File: src/rtl/reg_file_if.sv
// -----------------------------------------------------------------------------
// reg_file_if
//   Bus bundle for reg_file: one write port and READ_PORTS read ports.
//   Every signal is a packed flat vector, so a plain-Verilog wrapper can map
//   it straight onto discrete wires.
//
//   Signals
//     wr_en_i     write enable
//     wr_addr_i   write address                      [ADDR_WIDTH-1:0]
//     wr_data_i   write data                         [WIDTH-1:0]
//     rd_addr_i   packed read addresses, port p at [p*ADDR_WIDTH +: ADDR_WIDTH]
//     rd_data_o   packed read data,      port p at [p*WIDTH +: WIDTH]
//
//   Modports
//     master  the user of the register file (drives addresses and write data)
//     slave   the register file itself
// -----------------------------------------------------------------------------
interface reg_file_if #(
    parameter int WIDTH      = 32,
    parameter int DEPTH      = 32,
    parameter int READ_PORTS = 2,
    localparam int ADDR_WIDTH = $clog2(DEPTH)
) ();

    logic                             wr_en_i;
    logic [ADDR_WIDTH-1:0]            wr_addr_i;
    logic [WIDTH-1:0]                 wr_data_i;
    logic [READ_PORTS*ADDR_WIDTH-1:0] rd_addr_i;
    logic [READ_PORTS*WIDTH-1:0]      rd_data_o;

    modport master (
        output wr_en_i,
        output wr_addr_i,
        output wr_data_i,
        output rd_addr_i,
        input  rd_data_o
    );

    modport slave (
        input  wr_en_i,
        input  wr_addr_i,
        input  wr_data_i,
        input  rd_addr_i,
        output rd_data_o
    );

endinterface : reg_file_if

File: src/rtl/reg_file.sv
// -----------------------------------------------------------------------------
// reg_file
//   Multi-read-port, single-write-port register file for a CPU integer core.
//   Reads are combinational with zero latency and no write-to-read bypass:
//   a read of the entry being written shows the old value until the clock
//   edge. When ZERO_REG=1, entry 0 always reads as zero and writes to it are
//   dropped. When DEPTH is not a power of two, addresses >= DEPTH read as zero
//   and writes to them are dropped (no wrap-around).
//
//   Ports
//     clk_i   clock, all state changes on the rising edge
//     rst_i   asynchronous active-high reset, clears every entry immediately
//     bus     reg_file_if.slave: write port and packed read ports
//
//   Parameters
//     WIDTH       entry width in bits (>=1)
//     DEPTH       number of entries (>=2)
//     ZERO_REG    1: entry 0 hardwired to zero, 0: ordinary register
//     READ_PORTS  number of independent read ports (>=1)
//     ADDR_WIDTH  derived from DEPTH, not overridable
// -----------------------------------------------------------------------------
module reg_file #(
    parameter int WIDTH      = 32,
    parameter int DEPTH      = 32,
    parameter int ZERO_REG   = 1,
    parameter int READ_PORTS = 2,
    localparam int ADDR_WIDTH = $clog2(DEPTH)
) (
    input logic       clk_i,
    input logic       rst_i,
    reg_file_if.slave bus
);

    // One extra bit so the range check also works when DEPTH is a power of two.
    localparam logic [ADDR_WIDTH:0] DEPTH_EXT = (ADDR_WIDTH + 1)'(DEPTH);
    localparam bit                  HAS_ZERO  = (ZERO_REG != 0);

    logic [WIDTH-1:0]            mem [DEPTH];
    logic                        wr_ok;
    logic [READ_PORTS*WIDTH-1:0] rd_data;

    function automatic logic in_range(input logic [ADDR_WIDTH-1:0] addr);
        return {1'b0, addr} < DEPTH_EXT;
    endfunction

    // Out-of-range and hardwired-zero addresses never index the array, so no
    // X can leak onto a read port.
    function automatic logic [WIDTH-1:0] read_entry(input logic [ADDR_WIDTH-1:0] addr);
        if (!in_range(addr) || (HAS_ZERO && addr == '0)) begin
            return '0;
        end
        return mem[addr];
    endfunction

    assign wr_ok = bus.wr_en_i
                && in_range(bus.wr_addr_i)
                && !(HAS_ZERO && bus.wr_addr_i == '0);

    // NOTE: the array carries the asynchronous reset on purpose: reads after
    // reset must be defined zeros, so this storage maps to flops, not RAM.
    always_ff @(posedge clk_i or posedge rst_i) begin
        if (rst_i) begin
            for (int i = 0; i < DEPTH; i++) begin
                // NOTE: non-blocking for all sequential state, so every
                // reader in the same time step sees the pre-edge value.
                mem[i] <= '0;
            end
        end else if (wr_ok) begin
            mem[bus.wr_addr_i] <= bus.wr_data_i;
        end
    end

    always_comb begin
        // NOTE: default the whole vector first so no path leaves bits
        // unassigned and infers a latch.
        rd_data = '0;
        for (int p = 0; p < READ_PORTS; p++) begin
            rd_data[p*WIDTH +: WIDTH] = read_entry(bus.rd_addr_i[p*ADDR_WIDTH +: ADDR_WIDTH]);
        end
    end

    assign bus.rd_data_o = rd_data;

endmodule : reg_file

File: src/flat_wrapper.sv
// flat-port wrapper written by rule: the top's interface ports become plain ports
module reg_file_flat 
#(
    parameter int WIDTH      = 32,
    parameter int DEPTH      = 32,
    parameter int ZERO_REG   = 1,
    parameter int READ_PORTS = 2,
    localparam int ADDR_WIDTH = $clog2(DEPTH)
)
  (clk_i, rst_i, bus_wr_en_i, bus_wr_addr_i, bus_wr_data_i, bus_rd_addr_i, bus_rd_data_o);
  reg_file_if #(.WIDTH(WIDTH), .DEPTH(DEPTH), .READ_PORTS(READ_PORTS)) bus_i ();
  input logic clk_i;
  input logic rst_i;
  input wire logic [$bits(bus_i.wr_en_i)-1:0] bus_wr_en_i;
  input wire logic [$bits(bus_i.wr_addr_i)-1:0] bus_wr_addr_i;
  input wire logic [$bits(bus_i.wr_data_i)-1:0] bus_wr_data_i;
  input wire logic [$bits(bus_i.rd_addr_i)-1:0] bus_rd_addr_i;
  output wire logic [$bits(bus_i.rd_data_o)-1:0] bus_rd_data_o;
  assign bus_i.wr_en_i = bus_wr_en_i;
  assign bus_i.wr_addr_i = bus_wr_addr_i;
  assign bus_i.wr_data_i = bus_wr_data_i;
  assign bus_i.rd_addr_i = bus_rd_addr_i;
  assign bus_rd_data_o = bus_i.rd_data_o;
  reg_file #(.WIDTH(WIDTH), .DEPTH(DEPTH), .ZERO_REG(ZERO_REG), .READ_PORTS(READ_PORTS)) u_core (.clk_i(clk_i), .rst_i(rst_i), .bus(bus_i));
endmodule
File: config.mk
export PLATFORM = sky130hd
export DESIGN_NAME = reg_file_flat
export DESIGN_NICKNAME = d
export VERILOG_FILES = /design/src/rtl/reg_file_if.sv /design/src/rtl/reg_file.sv /design/src/flat_wrapper.sv
export SDC_FILE = /design/constraint.sdc
export NUM_CORES = 2
export LEC_CHECK = 0
export BUFFER_PORTS_ARGS = -buffer_cell sky130_fd_sc_hd__clkbuf_2
export CAP_MARGIN = 5
export CELL_PAD_IN_SITES_DETAIL_PLACEMENT = 0
export CELL_PAD_IN_SITES_GLOBAL_PLACEMENT = 1
export CORE_AREA = 4 4 324 326
export DETAILED_ROUTE_END_ITERATION = 7
export DIE_AREA = 0 0 328 330
export PLACE_DENSITY_LB_ADDON = 0.08
export SKIP_CTS_REPAIR_TIMING = 1
export SYNTH_ARGS = -nofsm -noshare
export SYNTH_HDL_FRONTEND = slang
export SYNTH_SLANG_ARGS = --single-unit
File: constraint.sdc
create_clock -name clk_i -period 46.5 [get_ports clk_i]
set_input_delay 6.975 -clock clk_i [delete_from_list [all_inputs] [get_ports clk_i]]
set_output_delay 6.975 -clock clk_i [all_outputs]
set_load 0.005 [all_outputs]
Word-level counts from Yosys, hierarchy flattened --
Index checks and enable logic that the tools add are counted.
Operators by class: $lt $le $gt $ge 4, reduce and logical (&&, ||, !) cells 6, bitwise gates (word level) 3, muxes and demuxes 15
Operator list (count):
- 1024-bit bitwise mux | 1
- 32-bit binary-select mux with 5-bit select | 2
- 32-bit two-way mux | 9
- 32-bit demux with 5-bit select | 1
- 6-bit >= comparator (second input constant) | 3
- 5-bit inverter with 6-bit output | 3
- 5-bit logical NOT | 3
- 6-bit by 1-bit less-than comparator with 1-bit output (second input constant) | 1
- 1-bit logical AND | 2
- 1-bit two-way mux | 2
- 1-bit logical NOT | 1
Storage, ports and cells: word-level logic and storage cells 60, flip-flop bits (word level) 1024, input bits 50, output and inout bits 64

Logic depth before layout (Yosys ltp) --
depth after elaboration 6, mapped depth 7, depth with buffers taken out 4

Least setup slack after synthesis --
No wires, ideal clock.
path type input to output, from input port bus_rd_addr_i[0], to output port bus_rd_data_o[10], setup slack 31284 ps, data arrival time 8241 ps, required time 39525 ps, path buffers 2, stages on the path 6, cell sequence buf_4 -> buf_4 -> mux4_2 -> nor2b_1 -> a211oi_1 -> a311oi_1
Between the ends: cells in the longest elaborated chain, start to end 5, elaborated cells between the ends (all ways) 7, classes of those cells mux: 5; bitwise: 1; reduce/logical: 1
Ends and longest elaborated chain:
- from (decl) | RTL line flat_wrapper.sv:17 | input wire logic [$bits(bus_i.rd_addr_i)-1:0] bus_rd_addr_i;
- 5-bit inverter with 6-bit output (not written as such) | RTL line reg_file.sv:52 | return mem[addr];
- 32-bit binary-select mux with 5-bit select | RTL line reg_file.sv:52
- 32-bit two-way mux (not written as such) (2 in a row) | RTL line reg_file.sv:52
- 32-bit two-way mux * | RTL line reg_file.sv:52
- to (decl) | RTL line flat_wrapper.sv:18 | output wire logic [$bits(bus_i.rd_data_o)-1:0] bus_rd_data_o;
Mark *: on every way between the ends. The rest lies on a longest branch, timed or not. The select of a mux whose other input is x is not followed.

Worst setup path in the final report --
from input port bus_rd_addr_i[6], to output port bus_rd_data_o[55]
Same word-level chain as after synthesis.

==> reports/qor.csv <==
stage;metric;value;unit
logic_synthesis;syn_nets;3664;
power;p_leak;0.02560;µW
critical_path;r2r_end;u_core.mem[331];
clock_network;cts_max_level;3;
placement;dpl.hpwl;99860;µm
clock_network;clock_latency;0.70;ns
sta;rsz0062_at_grt;false;
finish;final_nets;3543;
finish;final_common_cell;dfrtp_1;
routing;initialDrtViolationCount;3779;
routing;drt-total-wl;181400;µm
global_route;grt_max_degree;194;
global_route;antenna_found_initial;6;
logic_synthesis;yosysTopAreaCell;dfrtp_1;
power;power.clock.fraction;0.360;
outcome;outcome;complete, no violations;
finish;top_register;u_core.mem;
clock_network;root_buffer;clkbuf_16;
finish;final_cell_mix;dfrtp_1, mux2_2, mux4_2, mux2i_1, clkbuf_16;
placement;place.gp.congestion;0.8141;
clock_network;tritoncts;done;
logic_synthesis;yosys_warnings;0;
min_path;hold_path.class;reg -> reg;
clock_network;clock-sinks;1024;
sta;hold_violations;0;
sta;finalSetupViolCount;0;
power;p_per_area;44.56;nW/µm²
power;total_power;2653;µW
placement;placement.io_buffers;113;
power;peakVddDrop;0.03362;mV
sta;final_max_slew_viol_count;0;
floorplanning;start_util;0.5380;
logic_synthesis;synth.distinct_cells;44;
critical_path;worst_path_most_repeated_cell;buf_4;
critical_path;cp_num_cells;8;
critical_path;cp.required;39.52;ns
min_path;min_from;u_core.mem[1022];
floorplanning;placementRows;117;
power;p_int;1942;µW
finish;n_fill_cell;7803;
logic_synthesis;ys_seq_area_frac;0.4682;
critical_path;reg2reg_from;u_core.mem[331];
global_route;grt_use_met3;0.07004;
logic_synthesis;syn_area;54730;µm²
power;power.share.sequential;0.448;
routing;ant_nets;0;
critical_path;crit_slowest_cell;buf_4;
logic_synthesis;synth-async-reset-ratio;1.000;
floorplanning;ios;114;
global_route;grt_overflow_total;0;
finish;top_regs;u_core.mem: 1024 flops;
critical_path;end_kind;output port;
critical_path;crit_end;bus_rd_data_o[55];
job;drv_cap;0;
sta;period_needed;17.60;ns
critical_path;crit_start;bus_rd_addr_i[6];
logic_synthesis;synth_ff_type;dfrtp_1;
power;p_comb_frac;0.192;
routing;via_per_inst;7.137;
routing;first_pass_iters;6;
logic_synthesis;ys_ff_latch;1024;
global_route;gr-usage-met1;0.4696;
sta;fin_hold_ws;0.3940;ns
logic_synthesis;synthTopCellsByArea;dfrtp_1, mux2_2, mux4_2, mux2i_1, buf_2;
finish;fin_util;0.5852;
critical_path;worst_r2r_path_depth;1;
critical_path;path_max_fanout;58;
finish;drive_gt1_frac;0.5261;
floorplanning;die_x;328;µm
routing;drc;0;
floorplanning;fp.coreArea;101700;µm²
clock_network;clk_pin_slew;0.06;ns
logic_synthesis;syn_inst;3614;
routing;wl_per_cell;36.63;µm
logic_synthesis;syn_area_per_cell;15.14;µm²
global_route;grt_pass1_vias;36990;
global_route;grt_pass1_wl;264700;µm
floorplanning;dieArea;108200;µm²
logic_synthesis;synth_edf_count;0;
routing;vias;35360;
global_route;use_met2;0.5314;
critical_path;critPathMaxStageDelay;0.86;ns
sta;tightest_slew;1.245;ns
critical_path;cp_num_buf_inv;4;
floorplanning;die_h;330;µm
critical_path;crit_family;buffers and inverters;
finish;largest_reg_flops;1024;
clock_network;cts_buffer_depth;3;
global_route;grt_most_used_layer;met2;
sta;finalCritPeriodShare;0.3786;
power;switching_share;0.2679;
critical_path;critical_path_arrival;10.63;ns
critical_path;crit_chain;buf_8 -> buf_4 -> buf_4 -> mux4_2 -> mux2_2 -> o21ai_1 -> a311oi_1 -> clkbuf_2;
sta;slew-limit-headroom;0.1684;
clock_network;numCtsBuffers;112;
power;p_sw;710.6;µW
sta;setup-tns-final;0;ns
sta;skew;0;ns
critical_path;rrSetupSlack;45.68;ns
logic_synthesis;synth_top_area_frac;0.4682;
critical_path;path_class;in -> out;
finish;area_growth;8.787;%
global_route;track_usage;0.3382;
critical_path;critPathLaunchType;primary input;
sta;timing.fmax;56.81;MHz
[metal layers]
layer | vias up | part of all wire | wire, µm
li1 | 13810 | - | -
met1 | 19400 | 0.41 | 74070
met2 | 1744 | 0.47 | 85070
met3 | 405 | 0.082 | 14810
met4 | 8 | 0.041 | 7452
met5 | - | 0.00025 | 45
[power by group through the flow]
stage	Sequential (µW)	Clock, µW	Combinational (µW)
floorplan	1160	0	408
global placement	1180	0	493
detailed placement	1200	0	509
CTS	1180	967	511
global route	1210	1000	546
finish	1190	954	510
[synthesized netlist by cell type (19+ instances only)]
| library cell | count |
|---|---|
| dfrtp_1 | 1024 |
| mux2_2 | 1011 |
| mux4_2 | 448 |
| clkbuf_1 | 180 |
| buf_2 | 142 |
| mux2i_1 | 128 |
| o21ai_1 | 78 |
| nor2b_1 | 66 |
| a211oi_1 | 64 |
| a22oi_1 | 64 |
| a311oi_1 | 64 |
| buf_4 | 60 |
| nand2_1 | 54 |
| mux2_1 | 45 |
| a221oi_1 | 44 |
| buf_6 | 34 |
| o21ai_0 | 31 |
| o2111ai_1 | 19 |
[area by class of cell]
| type | instances | area [µm²] | area share |
|---|---|---|---|
| Inverter | 3 | 23.77 | 0.0003993 |
| Sequential cell | 1024 | 25620 | 0.4304 |
| Antenna cell | 3 | 7.507 | 0.0001261 |
| Timing Repair Buffer | 187 | 1224 | 0.02055 |
| Multi-Input combinational cell | 2165 | 27010 | 0.4537 |
| Tap cell | 1368 | 1712 | 0.02875 |
| Clock inverter | 52 | 705.7 | 0.01185 |
| Clock buffer | 152 | 3231 | 0.05426 |
[kinds of logic after synthesis]
family,Yosys count,synth area share
flip-flops,1024,0.4682
buffers and inverters,425,0.04202
multiplexers,1632,0.4250
AO/OA/AOI/OAI,365,0.04812
AND/OR/NAND/NOR,168,0.01667
[metrics by stage]
stage | instance area, µm² | cells | setup slack [ns]
floorplan | 54730 | 3614 | 10.71
global placement | 55600 | 4747 | 28.88
detailed placement | 55600 | 4747 | 28.85
CTS | 59530 | 4951 | 28.85
global route | 59530 | 4951 | 28.66
finish | 59540 | 4954 | 28.90
[how the worst min path moves through the flow]
stage	end	cells past startpoint
after floorplan	u_core.mem[1000]	1
after global placement	u_core.mem[1002]	0
after detailed placement	u_core.mem[997]	0
after CTS	u_core.mem[997]	0
after global routing	u_core.mem[999]	0
final	u_core.mem[1022]	0
Power figures use the tool's default switching activity.
